--- src/rtl/anita3_turf_pkg.sv ---
// Shared TURF buffer-manager types: FSM states, buffer codes and payload layout.
package anita3_turf_pkg;

  localparam int unsigned NBUF          = 4;
  localparam int unsigned BUF_W         = 2;
  localparam int unsigned SRC_W         = 4;
  localparam int unsigned CNT_WIDTH_DEF = 16;

  typedef enum logic [1:0] {
    IDLE    = 2'd0,
    ISSUE   = 2'd1,
    HOLDOFF = 2'd2
  } fsm_state_t;

  typedef enum logic [BUF_W-1:0] {
    BUF_A = 2'd0,
    BUF_B = 2'd1,
    BUF_C = 2'd2,
    BUF_D = 2'd3
  } buf_code_t;

  // Buffer/source pair presented to the event generator with digitize.
  typedef struct packed {
    logic [BUF_W-1:0] buffer;
    logic [SRC_W-1:0] source;
  } dig_info_t;

endpackage

--- src/rtl/anita3_buffer_hold_manager_if.sv ---
// Trigger/clear/digitize/statistics bundle between trigger logic and the hold manager.
interface anita3_buffer_hold_manager_if #(
  parameter int unsigned CNT_WIDTH = anita3_turf_pkg::CNT_WIDTH_DEF
) ();

  logic                                trig_i;
  logic [anita3_turf_pkg::SRC_W-1:0]   trig_source_i;
  logic                                clear_i;
  logic [anita3_turf_pkg::BUF_W-1:0]   clear_buffer_i;
  logic                                clr_all_i;
  logic                                count_clear_i;
  logic                                digitize_o;
  logic [anita3_turf_pkg::BUF_W-1:0]   digitize_buffer_o;
  logic [anita3_turf_pkg::SRC_W-1:0]   digitize_source_o;
  logic [anita3_turf_pkg::NBUF-1:0]    buffer_status_o;
  logic                                deadtime_o;
  logic [CNT_WIDTH-1:0]                dead_count_o;
  logic [CNT_WIDTH-1:0]                drop_count_o;
  logic                                clear_err_o;

  modport master (
    output trig_i, trig_source_i, clear_i, clear_buffer_i, clr_all_i, count_clear_i,
    input  digitize_o, digitize_buffer_o, digitize_source_o, buffer_status_o,
           deadtime_o, dead_count_o, drop_count_o, clear_err_o
  );

  modport slave (
    input  trig_i, trig_source_i, clear_i, clear_buffer_i, clr_all_i, count_clear_i,
    output digitize_o, digitize_buffer_o, digitize_source_o, buffer_status_o,
           deadtime_o, dead_count_o, drop_count_o, clear_err_o
  );

endinterface

--- src/rtl/anita3_rr_pick4.sv ---
// Rotated priority encoder: first free (mask bit 0) buffer starting at ptr, wrapping mod 4.
module anita3_rr_pick4 (
  input  logic [3:0] mask,
  input  logic [1:0] ptr,
  output logic       found,
  output logic [1:0] idx
);

  logic [1:0] cand;

  // Scan from the farthest offset down so the nearest free buffer wins.
  always_comb begin
    found = 1'b0;
    idx   = ptr;
    cand  = ptr;
    for (int i = 3; i >= 0; i--) begin
      cand = ptr + 2'(i);
      if (!mask[cand]) begin
        found = 1'b1;
        idx   = cand;
      end
    end
  end

endmodule

--- src/rtl/anita3_buffer_hold_manager.sv ---
// Allocates the four TURF digitizer buffers to triggers, tracks holds and reports
// deadtime/drop statistics.
module anita3_buffer_hold_manager
  import anita3_turf_pkg::*;
#(
  parameter int unsigned DIG_CYCLES     = 4,
  parameter int unsigned HOLDOFF_CYCLES = 8,
  parameter int unsigned CNT_WIDTH      = CNT_WIDTH_DEF
) (
  input  logic                  clk125_i,
  input  logic                  rst_i,
  anita3_buffer_hold_manager_if.slave bus
);

  localparam int unsigned TMR_MAX = (DIG_CYCLES > HOLDOFF_CYCLES) ? DIG_CYCLES : HOLDOFF_CYCLES;
  localparam int unsigned TMR_W   = $clog2(TMR_MAX + 1);

  fsm_state_t           state, state_nxt;
  logic [TMR_W-1:0]     tmr, tmr_nxt;
  logic [NBUF-1:0]      mask, mask_nxt;
  logic [BUF_W-1:0]     rr, rr_nxt;
  logic                 clear_err, clear_err_nxt;
  logic [CNT_WIDTH-1:0] dead_cnt, dead_cnt_nxt;
  logic [CNT_WIDTH-1:0] drop_cnt, drop_cnt_nxt;
  logic                 digitize, deadtime;
  dig_info_t            dig_info;
  logic                 found, accept, drop;
  logic [BUF_W-1:0]     pick;

  anita3_rr_pick4 u_pick (
    .mask  (mask),
    .ptr   (rr),
    .found (found),
    .idx   (pick)
  );

  // Next-state: FSM timing, allocation, clears, then clr_all override.
  always_comb begin
    state_nxt     = state;
    tmr_nxt       = tmr;
    mask_nxt      = mask;
    rr_nxt        = rr;
    clear_err_nxt = clear_err;
    accept        = 1'b0;
    drop          = 1'b0;

    case (state)
      IDLE: begin
        if (bus.trig_i) begin
          accept = found;
          drop   = !found;
        end
      end
      ISSUE: begin
        drop = bus.trig_i;
        if (tmr == TMR_W'(DIG_CYCLES - 1)) begin
          state_nxt = HOLDOFF;
          tmr_nxt   = '0;
        end else begin
          tmr_nxt = tmr + TMR_W'(1);
        end
      end
      HOLDOFF: begin
        drop = bus.trig_i;
        if (tmr == TMR_W'(HOLDOFF_CYCLES - 1)) begin
          state_nxt = IDLE;
          tmr_nxt   = '0;
        end else begin
          tmr_nxt = tmr + TMR_W'(1);
        end
      end
      default: begin
        state_nxt = IDLE;
        tmr_nxt   = '0;
      end
    endcase

    if (accept) begin
      state_nxt      = ISSUE;
      tmr_nxt        = '0;
      mask_nxt[pick] = 1'b1;
      rr_nxt         = pick + 2'd1;
    end

    // A buffer freed here only becomes allocatable next cycle: pick used the old mask.
    if (bus.clear_i) begin
      if (mask[bus.clear_buffer_i]) mask_nxt[bus.clear_buffer_i] = 1'b0;
      else                          clear_err_nxt                = 1'b1;
    end

    if (bus.clr_all_i) begin
      state_nxt     = IDLE;
      tmr_nxt       = '0;
      mask_nxt      = '0;
      rr_nxt        = BUF_A;
      clear_err_nxt = 1'b0;
      accept        = 1'b0;
      drop          = 1'b0;
    end

    dead_cnt_nxt = dead_cnt;
    drop_cnt_nxt = drop_cnt;
    if (deadtime && !(&dead_cnt)) dead_cnt_nxt = dead_cnt + CNT_WIDTH'(1);
    if (drop && !(&drop_cnt))     drop_cnt_nxt = drop_cnt + CNT_WIDTH'(1);
    if (bus.count_clear_i) begin
      dead_cnt_nxt = '0;
      drop_cnt_nxt = '0;
    end
  end

  always_ff @(posedge clk125_i or posedge rst_i) begin
    if (rst_i) begin
      state     <= IDLE;
      tmr       <= '0;
      mask      <= '0;
      rr        <= BUF_A;
      clear_err <= 1'b0;
      dead_cnt  <= '0;
      drop_cnt  <= '0;
      digitize  <= 1'b0;
      deadtime  <= 1'b0;
      dig_info  <= '0;
    end else begin
      state     <= state_nxt;
      tmr       <= tmr_nxt;
      mask      <= mask_nxt;
      rr        <= rr_nxt;
      clear_err <= clear_err_nxt;
      dead_cnt  <= dead_cnt_nxt;
      drop_cnt  <= drop_cnt_nxt;
      digitize  <= (state_nxt == ISSUE);
      deadtime  <= &mask_nxt;
      if (accept) begin
        dig_info.buffer <= pick;
        dig_info.source <= bus.trig_source_i;
      end
    end
  end

  assign bus.digitize_o        = digitize;
  assign bus.digitize_buffer_o = dig_info.buffer;
  assign bus.digitize_source_o = dig_info.source;
  assign bus.buffer_status_o   = mask;
  assign bus.deadtime_o        = deadtime;
  assign bus.dead_count_o      = dead_cnt;
  assign bus.drop_count_o      = drop_cnt;
  assign bus.clear_err_o       = clear_err;

endmodule

--- src/flat_wrapper.sv ---
// flat-port wrapper written by rule: the top's interface ports become plain ports
module anita3_buffer_hold_manager_flat import anita3_turf_pkg::*;
#(
  parameter int unsigned DIG_CYCLES     = 4,
  parameter int unsigned HOLDOFF_CYCLES = 8,
  parameter int unsigned CNT_WIDTH      = CNT_WIDTH_DEF
)
  (clk125_i, rst_i, bus_trig_i, bus_trig_source_i, bus_clear_i, bus_clear_buffer_i, bus_clr_all_i, bus_count_clear_i, bus_digitize_o, bus_digitize_buffer_o, bus_digitize_source_o, bus_buffer_status_o, bus_deadtime_o, bus_dead_count_o, bus_drop_count_o, bus_clear_err_o);
  anita3_buffer_hold_manager_if #(.CNT_WIDTH(CNT_WIDTH)) bus_i ();
  input  logic clk125_i;
  input  logic rst_i;
  input wire logic [$bits(bus_i.trig_i)-1:0] bus_trig_i;
  input wire logic [$bits(bus_i.trig_source_i)-1:0] bus_trig_source_i;
  input wire logic [$bits(bus_i.clear_i)-1:0] bus_clear_i;
  input wire logic [$bits(bus_i.clear_buffer_i)-1:0] bus_clear_buffer_i;
  input wire logic [$bits(bus_i.clr_all_i)-1:0] bus_clr_all_i;
  input wire logic [$bits(bus_i.count_clear_i)-1:0] bus_count_clear_i;
  output wire logic [$bits(bus_i.digitize_o)-1:0] bus_digitize_o;
  output wire logic [$bits(bus_i.digitize_buffer_o)-1:0] bus_digitize_buffer_o;
  output wire logic [$bits(bus_i.digitize_source_o)-1:0] bus_digitize_source_o;
  output wire logic [$bits(bus_i.buffer_status_o)-1:0] bus_buffer_status_o;
  output wire logic [$bits(bus_i.deadtime_o)-1:0] bus_deadtime_o;
  output wire logic [$bits(bus_i.dead_count_o)-1:0] bus_dead_count_o;
  output wire logic [$bits(bus_i.drop_count_o)-1:0] bus_drop_count_o;
  output wire logic [$bits(bus_i.clear_err_o)-1:0] bus_clear_err_o;
  assign bus_i.trig_i = bus_trig_i;
  assign bus_i.trig_source_i = bus_trig_source_i;
  assign bus_i.clear_i = bus_clear_i;
  assign bus_i.clear_buffer_i = bus_clear_buffer_i;
  assign bus_i.clr_all_i = bus_clr_all_i;
  assign bus_i.count_clear_i = bus_count_clear_i;
  assign bus_digitize_o = bus_i.digitize_o;
  assign bus_digitize_buffer_o = bus_i.digitize_buffer_o;
  assign bus_digitize_source_o = bus_i.digitize_source_o;
  assign bus_buffer_status_o = bus_i.buffer_status_o;
  assign bus_deadtime_o = bus_i.deadtime_o;
  assign bus_dead_count_o = bus_i.dead_count_o;
  assign bus_drop_count_o = bus_i.drop_count_o;
  assign bus_clear_err_o = bus_i.clear_err_o;
  anita3_buffer_hold_manager #(.DIG_CYCLES(DIG_CYCLES), .HOLDOFF_CYCLES(HOLDOFF_CYCLES), .CNT_WIDTH(CNT_WIDTH)) u_core (.clk125_i(clk125_i), .rst_i(rst_i), .bus(bus_i));
endmodule
--- config.mk ---
export PLATFORM = sky130hd
export DESIGN_NAME = anita3_buffer_hold_manager_flat
export DESIGN_NICKNAME = d
export VERILOG_FILES = /design/src/rtl/anita3_turf_pkg.sv /design/src/rtl/anita3_buffer_hold_manager_if.sv /design/src/rtl/anita3_rr_pick4.sv /design/src/rtl/anita3_buffer_hold_manager.sv /design/src/flat_wrapper.sv
export SDC_FILE = /design/constraint.sdc
export NUM_CORES = 1
export LEC_CHECK = 0
export CORE_ASPECT_RATIO = 2
export CORE_UTILIZATION = 30
export CTS_CLUSTER_DIAMETER = 120
export DETAILED_ROUTE_END_ITERATION = 8
export DONT_BUFFER_PORTS = 1
export PLACE_DENSITY = 0.43
export SETUP_SLACK_MARGIN = 0.3
export SYNTH_ARGS = -nofsm -noshare
export SYNTH_HDL_FRONTEND = slang
export SYNTH_SLANG_ARGS = --single-unit
--- constraint.sdc ---
create_clock -name clk125_i -period 2.1 [get_ports clk125_i]
set_input_delay 0.105 -clock clk125_i [delete_from_list [all_inputs] [get_ports clk125_i]]
set_output_delay 0.105 -clock clk125_i [all_outputs]
set_load 0.02 [all_outputs]
## After elaboration in Yosys (flattened, before gate mapping)

Cells that the tools add are included.

| word-level totals | value |
|---|---|
| register bits | 53 |
| word-level logic and storage cells | 104 |

| operators by class | value |
|---|---|
| bitwise gates (word level) | 3 |
| reductions and logical operators | 17 |
| $add $sub $neg | 7 |
| mux-type cells | 51 |
| equal/unequal tests | 7 |
| order comparisons | 8 |

Operator list:

| cell | number |
|---|---|
| 16-bit two-way mux | 4 |
| 16-bit by 1-bit adder with 16-bit output (second input constant) | 2 |
| 4-bit two-way mux | 8 |
| 16-bit AND reduction | 2 |
| 2-bit two-way mux | 10 |
| 1-bit two-way mux | 19 |
| 2-bit by 3-bit < comparator with 1-bit output (second input constant) | 6 |
| 4-bit case mux with 3 select lines | 1 |
| 1-bit binary-select mux with 2-bit select | 5 |
| 2-bit nonzero test | 4 |
| 2-bit case mux with 3 select lines | 1 |
| 2-bit by 1-bit adder with 2-bit output (second input constant) | 2 |
| 2-bit adder (second input constant) | 2 |
| 4-bit by 1-bit adder with 4-bit output (second input constant) | 1 |
| 4-bit AND | 1 |
| 1-bit demux with 2-bit select | 2 |
| 2-bit by 1-bit equality test with 1-bit output (second input constant) | 2 |
| 4-bit by 2-bit equality test with 1-bit output (second input constant) | 1 |
| 4-bit by 3-bit equality test with 1-bit output (second input constant) | 1 |
| 2-bit by 1-bit greater-or-equal comparator with 1-bit output (second input constant) | 2 |
| 1-bit logical AND | 4 |
| 4-bit NOT | 1 |
| 4-bit OR | 1 |
| 4-bit AND reduction | 1 |
| 8 further kinds | 10 |

## Depth between registers and ports, before layout

Gate-level depths: netlist (run 1).

| depth | value |
|---|---|
| word-level depth | 18 |
| depth in mapped cells | 9 |
| gate-level depth less buffers | 8 |

## By module

A second synthesis (run 1) with hierarchy kept.

| second synthesis, totals | value |
|---|---|
| cells, all modules | 301 |
| area total of the unflattened synthesis | 2994.1 um^2 |

By module, submodules not included:

| module | times used | area each (um^2) | seq. area each (um^2) | cells each |
|---|---|---|---|---|
| anita3_buffer_hold_manager | 1 | 2902.8 | 1326.3 | 287 |
| anita3_rr_pick4 | 1 | 91.3 | 0.0 | 14 |

## Worst setup path after synthesis (run 1)

Ideal clock, no wire load.

| path | value |
|---|---|
| path kind | reg2reg |
| start point | reg u_core.mask[3] (netlist: u_core.bus.buffer_status_o[3]) |
| end point | reg u_core.drop_cnt[11] (netlist: u_core.bus.drop_count_o[11]) |
| path slack | 0.028 ns |
| arrival | 1.940 ns |
| path buffers | 2 |
| clock period less this slack | 2.072 ns |
| stages on the path, launching flop included | 9 |
| cells stage by stage | dfrtp_1 buf_2 and4_4 a21oi_2 or3_1 buf_6 nor4_1 xnor2_1 nor2_1 |

| between the ends | value |
|---|---|
| longest elaborated chain between the ends | 12 |
| elaborated cells between the ends (all ways) | 18 |
| those cells by class | mux (15); reduce/logical (3) |

Ends and longest elaborated chain:

| item | line | RTL |
|---|---|---|
| start: declaration | anita3_buffer_hold_manager.sv:20 | `logic [NBUF-1:0] mask, mask_nxt;` |
| start signal: assignment | anita3_buffer_hold_manager.sv:126 | `mask <= mask_nxt;` |
| 1-bit binary-select mux with 2-bit select | anita3_rr_pick4.sv:18 | `if (!mask[cand]) begin` |
| 1-bit two-way mux (implied by the code) | anita3_rr_pick4.sv:18 |  |
| 1-bit two-way mux (3 in a row) | anita3_rr_pick4.sv:18 |  |
| 1-bit two-way mux * | anita3_rr_pick4.sv:18 |  |
| 1-bit zero test * | anita3_buffer_hold_manager.sv:51 | `drop = !found;` |
| 1-bit two-way mux * | anita3_buffer_hold_manager.sv:49 | `if (bus.trig_i) begin` |
| 1-bit case mux with 2 select lines * | anita3_buffer_hold_manager.sv:47 | `case (state)` |
| 1-bit two-way mux * | anita3_buffer_hold_manager.sv:91 | `if (bus.clr_all_i) begin` |
| 1-bit logical AND * | anita3_buffer_hold_manager.sv:104 | `if (drop && !(&drop_cnt)) drop_cnt_nxt = drop_cnt + CNT_WIDTH'(1);` |
| 2-bit nonzero test (no line) * | -- |  |
| end signal: assignment | anita3_buffer_hold_manager.sv:130 | `drop_cnt <= drop_cnt_nxt;` |
| end: declaration | anita3_buffer_hold_manager.sv:24 | `logic [CNT_WIDTH-1:0] drop_cnt, drop_cnt_nxt;` |

Every way passes the cells marked *; elsewhere a longest branch is shown, timed or not. The select of a mux whose other input is x is not followed.
A chain may end at the register's enable or synchronous reset.

## Worst setup path after layout (run 1)

| path | value |
|---|---|
| start point | reg u_core.state[0] |
| end point | reg u_core.drop_cnt[2] (netlist: u_core.bus.drop_count_o[2]) |

| between the ends | value |
|---|---|
| longest elaborated chain between the ends | 6 |
| elaborated cells between the ends (all ways) | 8 |
| those cells by class | eq/ne (2); mux (2); reduce/logical (4) |

Ends and longest elaborated chain:

| item | line | RTL |
|---|---|---|
| start: declaration | anita3_buffer_hold_manager.sv:18 | `fsm_state_t state, state_nxt;` |
| start signal: assignment | anita3_buffer_hold_manager.sv:124 | `state <= state_nxt;` |
| 2-bit by 1-bit equality test with 1-bit output / 2-bit equality test (equally long branches) | anita3_buffer_hold_manager.sv:47 |  |
| 2-bit OR reduction (no line) | -- |  |
| 1-bit case mux with 2 select lines * | anita3_buffer_hold_manager.sv:47 |  |
| 1-bit two-way mux * | anita3_buffer_hold_manager.sv:91 |  |
| 1-bit logical AND * | anita3_buffer_hold_manager.sv:104 |  |
| 2-bit nonzero test (no line) * | -- |  |

Every way passes the cells marked *; elsewhere a longest branch is shown, timed or not.

==> results of run 1 <==
==> synth_stat cells, drive strengths merged (3+ instances only) <==
master and count:
dfrtp 53, nand2 19, ha 7, mux2 5
clkbuf 5, nand3 17, xor2 8, nor2 47
a21oi 14, inv 13, o211ai 3, or3 6
nor3 8, buf 4, and4 4, nand4 7
xnor2 18, mux2i 4, nor2b 4, nor4 9
o21ai 11, nand2b 4
==> critical path: stages (launching register included) <==
cell	delay [ns]
dfrtp_1	0.37
inv_2	0.07
ha_4	0.28
a21oi_4	0.04
or3_4	0.41
clkbuf_16	0.18
nor3b_2	0.18
xnor2_1	0.14
nor2_1	0.06
==> timing repair <==
item	CTS	global route
gates resized for setup	17	35
hold buffers	9	1
pin swaps	4	30
setup buffers	6	9
gates cloned	0	1
endpoints found under the setup margin	21	33
endpoints found under the hold margin	99	32
==> per-layer routing <==
metal | global-route usage, % | wire length, um | vias to the layer above
li1 | - | - | 1207
met1 | 15.6 | 2820 | 1225
met2 | 35.5 | 4910 | 46
met3 | 2.73 | 282 | 10
met4 | 7.47 | 195 | 0
met5 | 0 | 0 | -
==> logic make-up (layout without fill, tap and decap cells) <==
| kind of cell | count (synthesis) | count (layout) | synth area share (%) |
|---|---|---|---|
| AO/OA/AOI/OAI | 47 | 47 | 10.9 |
| buffers and inverters | 22 | 96 | 3.38 |
| adder cells (fa/ha/maj) | 7 | 7 | 3.07 |
| flip-flops | 53 | 53 | 46.5 |
| multiplexers | 10 | 10 | 4.30 |
| AND/OR/NAND/NOR | 134 | 134 | 23.9 |
| XOR/XNOR | 26 | 26 | 7.98 |
==> state kept, by name (all words and copies together) (netlist names) <==
register	count
u_core.rr	2
u_core.bus.digitize_source_o	4
u_core.bus.drop_count_o	16
u_core.bus.buffer_status_o	4
u_core.bus.digitize_buffer_o	2
u_core.bus.digitize_o	1
u_core.bus.clear_err_o	1
u_core.state	2
u_core.tmr	4
u_core.bus.deadtime_o	1
u_core.bus.dead_count_o	16
==> final cells by class <==
| class | count | share of cell area, % |
|---|---|---|
| multi-input combinational | 224 | 42.2 |
| sequential | 53 | 33.4 |
| timing repair buffer | 75 | 16.2 |
| clock buffer | 7 | 3.56 |
| tap | 104 | 3.25 |
| inverter | 13 | 1.22 |
| clock inverter | 1 | 0.187 |
==> final timing paths <==
path,to,from,slack [ns]
hold reg to reg,u_core.bus.buffer_status_o[2],u_core.bus.buffer_status_o[2],0.58
min in group asynchronous,u_core.bus.dead_count_o[3],rst_i,0.19
max in group asynchronous,u_core.bus.buffer_status_o[2],rst_i,1.34
setup reg to reg,u_core.bus.drop_count_o[2],u_core.state[0],0.27
setup / recovery,u_core.bus.drop_count_o[2],u_core.state[0],0.27
hold / removal,u_core.bus.buffer_status_o[1],bus_clear_buffer_i[0],0.02
==> power groups by stage <==
stage          Combinational [mW]  Sequential (mW)  Clock (mW)
2_1_floorplan               0.183             1.18           0
4_1_cts                     0.332             1.16       0.891
3_3_place_gp                0.271             1.18           0
6_report                    0.389             1.16       0.853
3_5_place_dp                0.273             1.18           0
5_1_grt                     0.425             1.16       0.929
==> through the flow <==
stage,instances,hold slack [ns],utilization (%)
after floorplan,299,0.164,-
after global routing,477,0.0266,43.0
final,477,0.0233,43.0
after CTS,466,-0.149,40.4
after global placement,443,-0.0714,36.3
after detailed placement,443,-0.0679,36.3
==> flow_summary.ini, run 1 <==
[final_layout]
syn_to_final_growth_pct = 40.4
nets = 391
final_cell_area_um2 = 4010
insertedDiodeCount = 0
final_layout_size_suffix_gt1_share_pct = 33.8
ff_latch_area_um2 = 1340
final_common_cell = buf_4
multi_input_area_um2 = 1690
final_cell_mix = buf_4 (60), nor2_1 (44), dfrtp_1 (44), nand2_1 (18), xnor2_1 (18)
fillers = 925

[grt]
grt_max_degree = 46
grt_usage_pct = 17.2
grt_pass1_wl_um = 13200
antenna_found_initial = 0
grt_overflow = 0
grt_pass1_vias = 2655

[critical_path]
crit_type = reg -> reg
startpoint_type = flip-flop
required_ns = 2.29
reg2reg_depth = 8
critical_path.max_fanout = 5
arrival_ns = 2.02
cp-end-kind = flip-flop

[clock_tree]
cts_made_buffers = 5
cts_max_path_buffers = 2
cts_max_level = 2
clkTransAtPathRegs_ns = 0.07
clk_latency_ns = 0.29
cts_root_buf = clkbuf_16
cts_tree = built
cts_num_sinks = 53

[outcome]
status = finished with violations
failed_checks = DRC

[timing]
fin_crit_ns = 1.83
rsz0062_at_grt = yes
slew_violations = 0
layout_setup_ws_ns = 0.266
skew_ns = 0.00719
finalSetupViolCount = 0
worst_slew_pin_slew_ns = 0.412
slew_headroom_pct = 72.4
tns_ns = 0
finalHoldViolCount = 0
clock.fmax_ghz = 0.545
finalCritPeriodShare_pct = 87.3

[min_path]
hold_path_depth = 2
hold_class = in -> reg

[die]
die_y_um = 140
initial_core_util_pct = 30.6
core_um2 = 9320
std_cell_rows = 50
die-area_um2 = 9930
dieWidth_um = 71.0
ios = 57

[detailed_routing]
routedWlPerCell_um = 17.2
drt_iter0_drc = 147
firstDrtPassIters = 9
vias = 2488
totalWireLength_um = 8210
drc = 8
vias_per_cell = 5.22
final_antenna_net_count = 0

[synth]
synth_area_leaders = dfrtp_1 (46%), nor2_1 (6.2%), xnor2_1 (5.5%)
yosysSeqAreaShare_pct = 46.5
syn-num-nets = 318
synth_ff_type = dfrtp_1
ys_seq_elements = 53
avgSynthCellArea_um2 = 9.54
synthDistinctLibCells = 53
synthArstFlopShare_pct = 100
synth_edf_count = 0
yosysWarnings = 0
netlist_area_um2 = 2850
synth_largest_area_cell = dfrtp_1
synthCells = 299
yosysTopAreaCellShare_pct = 46.5

[power_and_ir_drop]
p_clk_share_pct = 35.5
vdd_ir_drop_max_mv = 0.432
power_density_nw_per_um2 = 599
p_int_mw = 1.74
swShare_pct = 27.5
p_leak_nw = 1.67
total_power_mw = 2.40
p_sw_uw = 660
power_frac_seq_pct = 48.2
combinationalPowerShare_pct = 16.2

[placed_design]
port_buffers = 0
dpl_worst_slack_ns = 0.0715
place_area_um2 = 3380
hpwl_um = 5820
gp_congestion = 0.742

[job]
max-cap-violations = 0
No activity file was read; power rests on OpenSTA's default activity.
==> run 2, diff against run 1 <==
--- a/config.mk
+++ b/config.mk
@@ -11,6 +11,7 @@
 export DETAILED_ROUTE_END_ITERATION = 8
 export DONT_BUFFER_PORTS = 1
 export PLACE_DENSITY = 0.43
+export RECOVER_POWER = 50
 export SETUP_SLACK_MARGIN = 0.3
 export SYNTH_ARGS = -nofsm -noshare
 export SYNTH_HDL_FRONTEND = slang
==> flow_summary.ini, run 2 (synthesis gave the netlist of run 1 again) <==
[power_and_ir_drop]
swShare_pct = 27.5
power_density_nw_per_um2 = 604
p_leak_nw = 1.64
p_clk_share_pct = 35.6
total_power_mw = 2.40
combinationalPowerShare_pct = 16.2
p_sw_uw = 659
power_frac_seq_pct = 48.3
p_int_mw = 1.74
vdd_ir_drop_max_mv = 0.432

[die]
die_y_um = 140
core_um2 = 9320
std_cell_rows = 50
ios = 57
dieWidth_um = 71.0
initial_core_util_pct = 30.6
die-area_um2 = 9930

[timing]
skew_ns = 0.00720
finalHoldViolCount = 0
slew_violations = 0
clock.fmax_ghz = 0.539
rsz0062_at_grt = yes
slew_headroom_pct = 71.3
worst_slew_pin_slew_ns = 0.430
finalCritPeriodShare_pct = 88.3
fin_crit_ns = 1.85
finalSetupViolCount = 0
tns_ns = 0

[clock_tree]
cts_num_sinks = 53
clkTransAtPathRegs_ns = 0.07
cts_max_level = 2
clk_latency_ns = 0.29
cts_root_buf = clkbuf_16
cts_made_buffers = 5
cts_tree = built
cts_max_path_buffers = 2

[final_layout]
final_cell_mix = buf_4 (51), dfrtp_1 (47), nor2_1 (44), nand2_1 (18), xnor2_1 (18)
insertedDiodeCount = 0
final_layout_size_suffix_gt1_share_pct = 30.3
final_common_cell = buf_4
syn_to_final_growth_pct = 39.1
nets = 391

[detailed_routing]
drt_iter0_drc = 146
firstDrtPassIters = 8
totalWireLength_um = 8200
final_antenna_net_count = 0
routedWlPerCell_um = 17.2
vias_per_cell = 5.21
drc = 8
vias = 2487

[job]
max-cap-violations = 0

[grt]
grt_usage_pct = 17.2
antenna_found_initial = 0
grt_overflow = 0
grt_pass1_vias = 2655
grt_pass1_wl_um = 13200
grt_max_degree = 46

[critical_path]
critical_path.max_fanout = 3
cp-startpoint = u_core.bus.drop_count_o[8]
cp_cell_sequence = clkbuf_1, nand2_1, nor4_4, buf_4, nor4_4, xnor2_1, nor2_1
reg2reg_depth = 7
path_common_cell = nor4_4
crit_type = reg -> reg
r2r-start = u_core.bus.drop_count_o[8]
cp-end-kind = flip-flop
cpMaxStageDelayCell = nor4_4
regToRegSetupSlack_ns = 0.25
r2r-end = u_core.bus.drop_count_o[11]
slowest_delay_ns = 0.35
required_ns = 2.28
startpoint_type = flip-flop
arrival_ns = 2.03

[placed_design]
hpwl_um = 5820
port_buffers = 0
gp_congestion = 0.742

[min_path]
hold_path_depth = 2
hp-start = bus_clear_buffer_i[0]
holdPathEnd = u_core.bus.buffer_status_o[1]
hold_class = in -> reg

[outcome]
failed_checks = DRC
status = finished with violations
-- run 2: worst max-delay path by stage --
stage                                   to  slack (ns)  depth (start not counted)
6_report       u_core.bus.drop_count_o[11]        0.25                          7
5_1_grt        u_core.bus.drop_count_o[11]        0.09                          7
4_1_cts         u_core.bus.drop_count_o[7]        0.19                          7
3_5_place_dp    u_core.bus.drop_count_o[9]        0.07                          8
3_3_place_gp    u_core.bus.drop_count_o[7]        0.12                          8
2_1_floorplan   u_core.bus.drop_count_o[2]        0.16                          8
-- run 2: through the flow --
stage | std cells | setup WS (ns) | hold WS, ns | utilization [%] | area (um2)
global placement | 443 | 0.122 | -0.0714 | 36.3 | 3380
global route | 477 | 0.0875 | 0.0266 | 42.6 | 3970
finish | 477 | 0.245 | 0.0232 | 42.6 | 3970
detailed placement | 443 | 0.0715 | -0.0679 | 36.3 | 3380
floorplan | 299 | 0.158 | 0.164 | - | 2930
CTS | 466 | 0.191 | -0.149 | 40.4 | 3770
-- run 2: routing by layer --
metal	vias up	wire length [um]	track usage, %
met5	-	0	0
met3	10	286	2.73
met2	49	4900	35.5
met1	1221	2820	15.6
li1	1207	-	-
met4	0	195	7.47
-- run 2: timing repair --
item                                    in CTS  in global routing
hold buffers                                 9                  1
gates resized for setup                     17                 35
pin swaps                                    4                 30
endpoints found under the hold margin       99                 32
endpoints found under the setup margin      21                 33
cloned                                       0                  1
setup buffers                                6                  9
-- run 2: power by group through the flow --
stage | Combinational (mW) | Sequential (mW) | Clock (mW)
after floorplan | 0.183 | 1.18 | 0
after global placement | 0.271 | 1.18 | 0
after detailed placement | 0.273 | 1.18 | 0
after CTS | 0.332 | 1.16 | 0.891
after global routing | 0.425 | 1.16 | 0.929
final | 0.388 | 1.16 | 0.853
-- run 2: cell type report --
class,instances,area [um2]
inverter,13,48.8
multi-input combinational,224,1690
clock buffer,7,143
fill,936,5350
timing repair buffer,75,614
tap,104,130
clock inverter,1,7.51
sequential,53,1330
-- run 2: worst max-delay path, delay by kind of cell, from the launching register on --
kind	cells	cell delay (ns)
buffers and inverters	2	0.55
XOR/XNOR	1	0.17
flip-flops	1	0.34
AND/OR/NAND/NOR	4	0.69
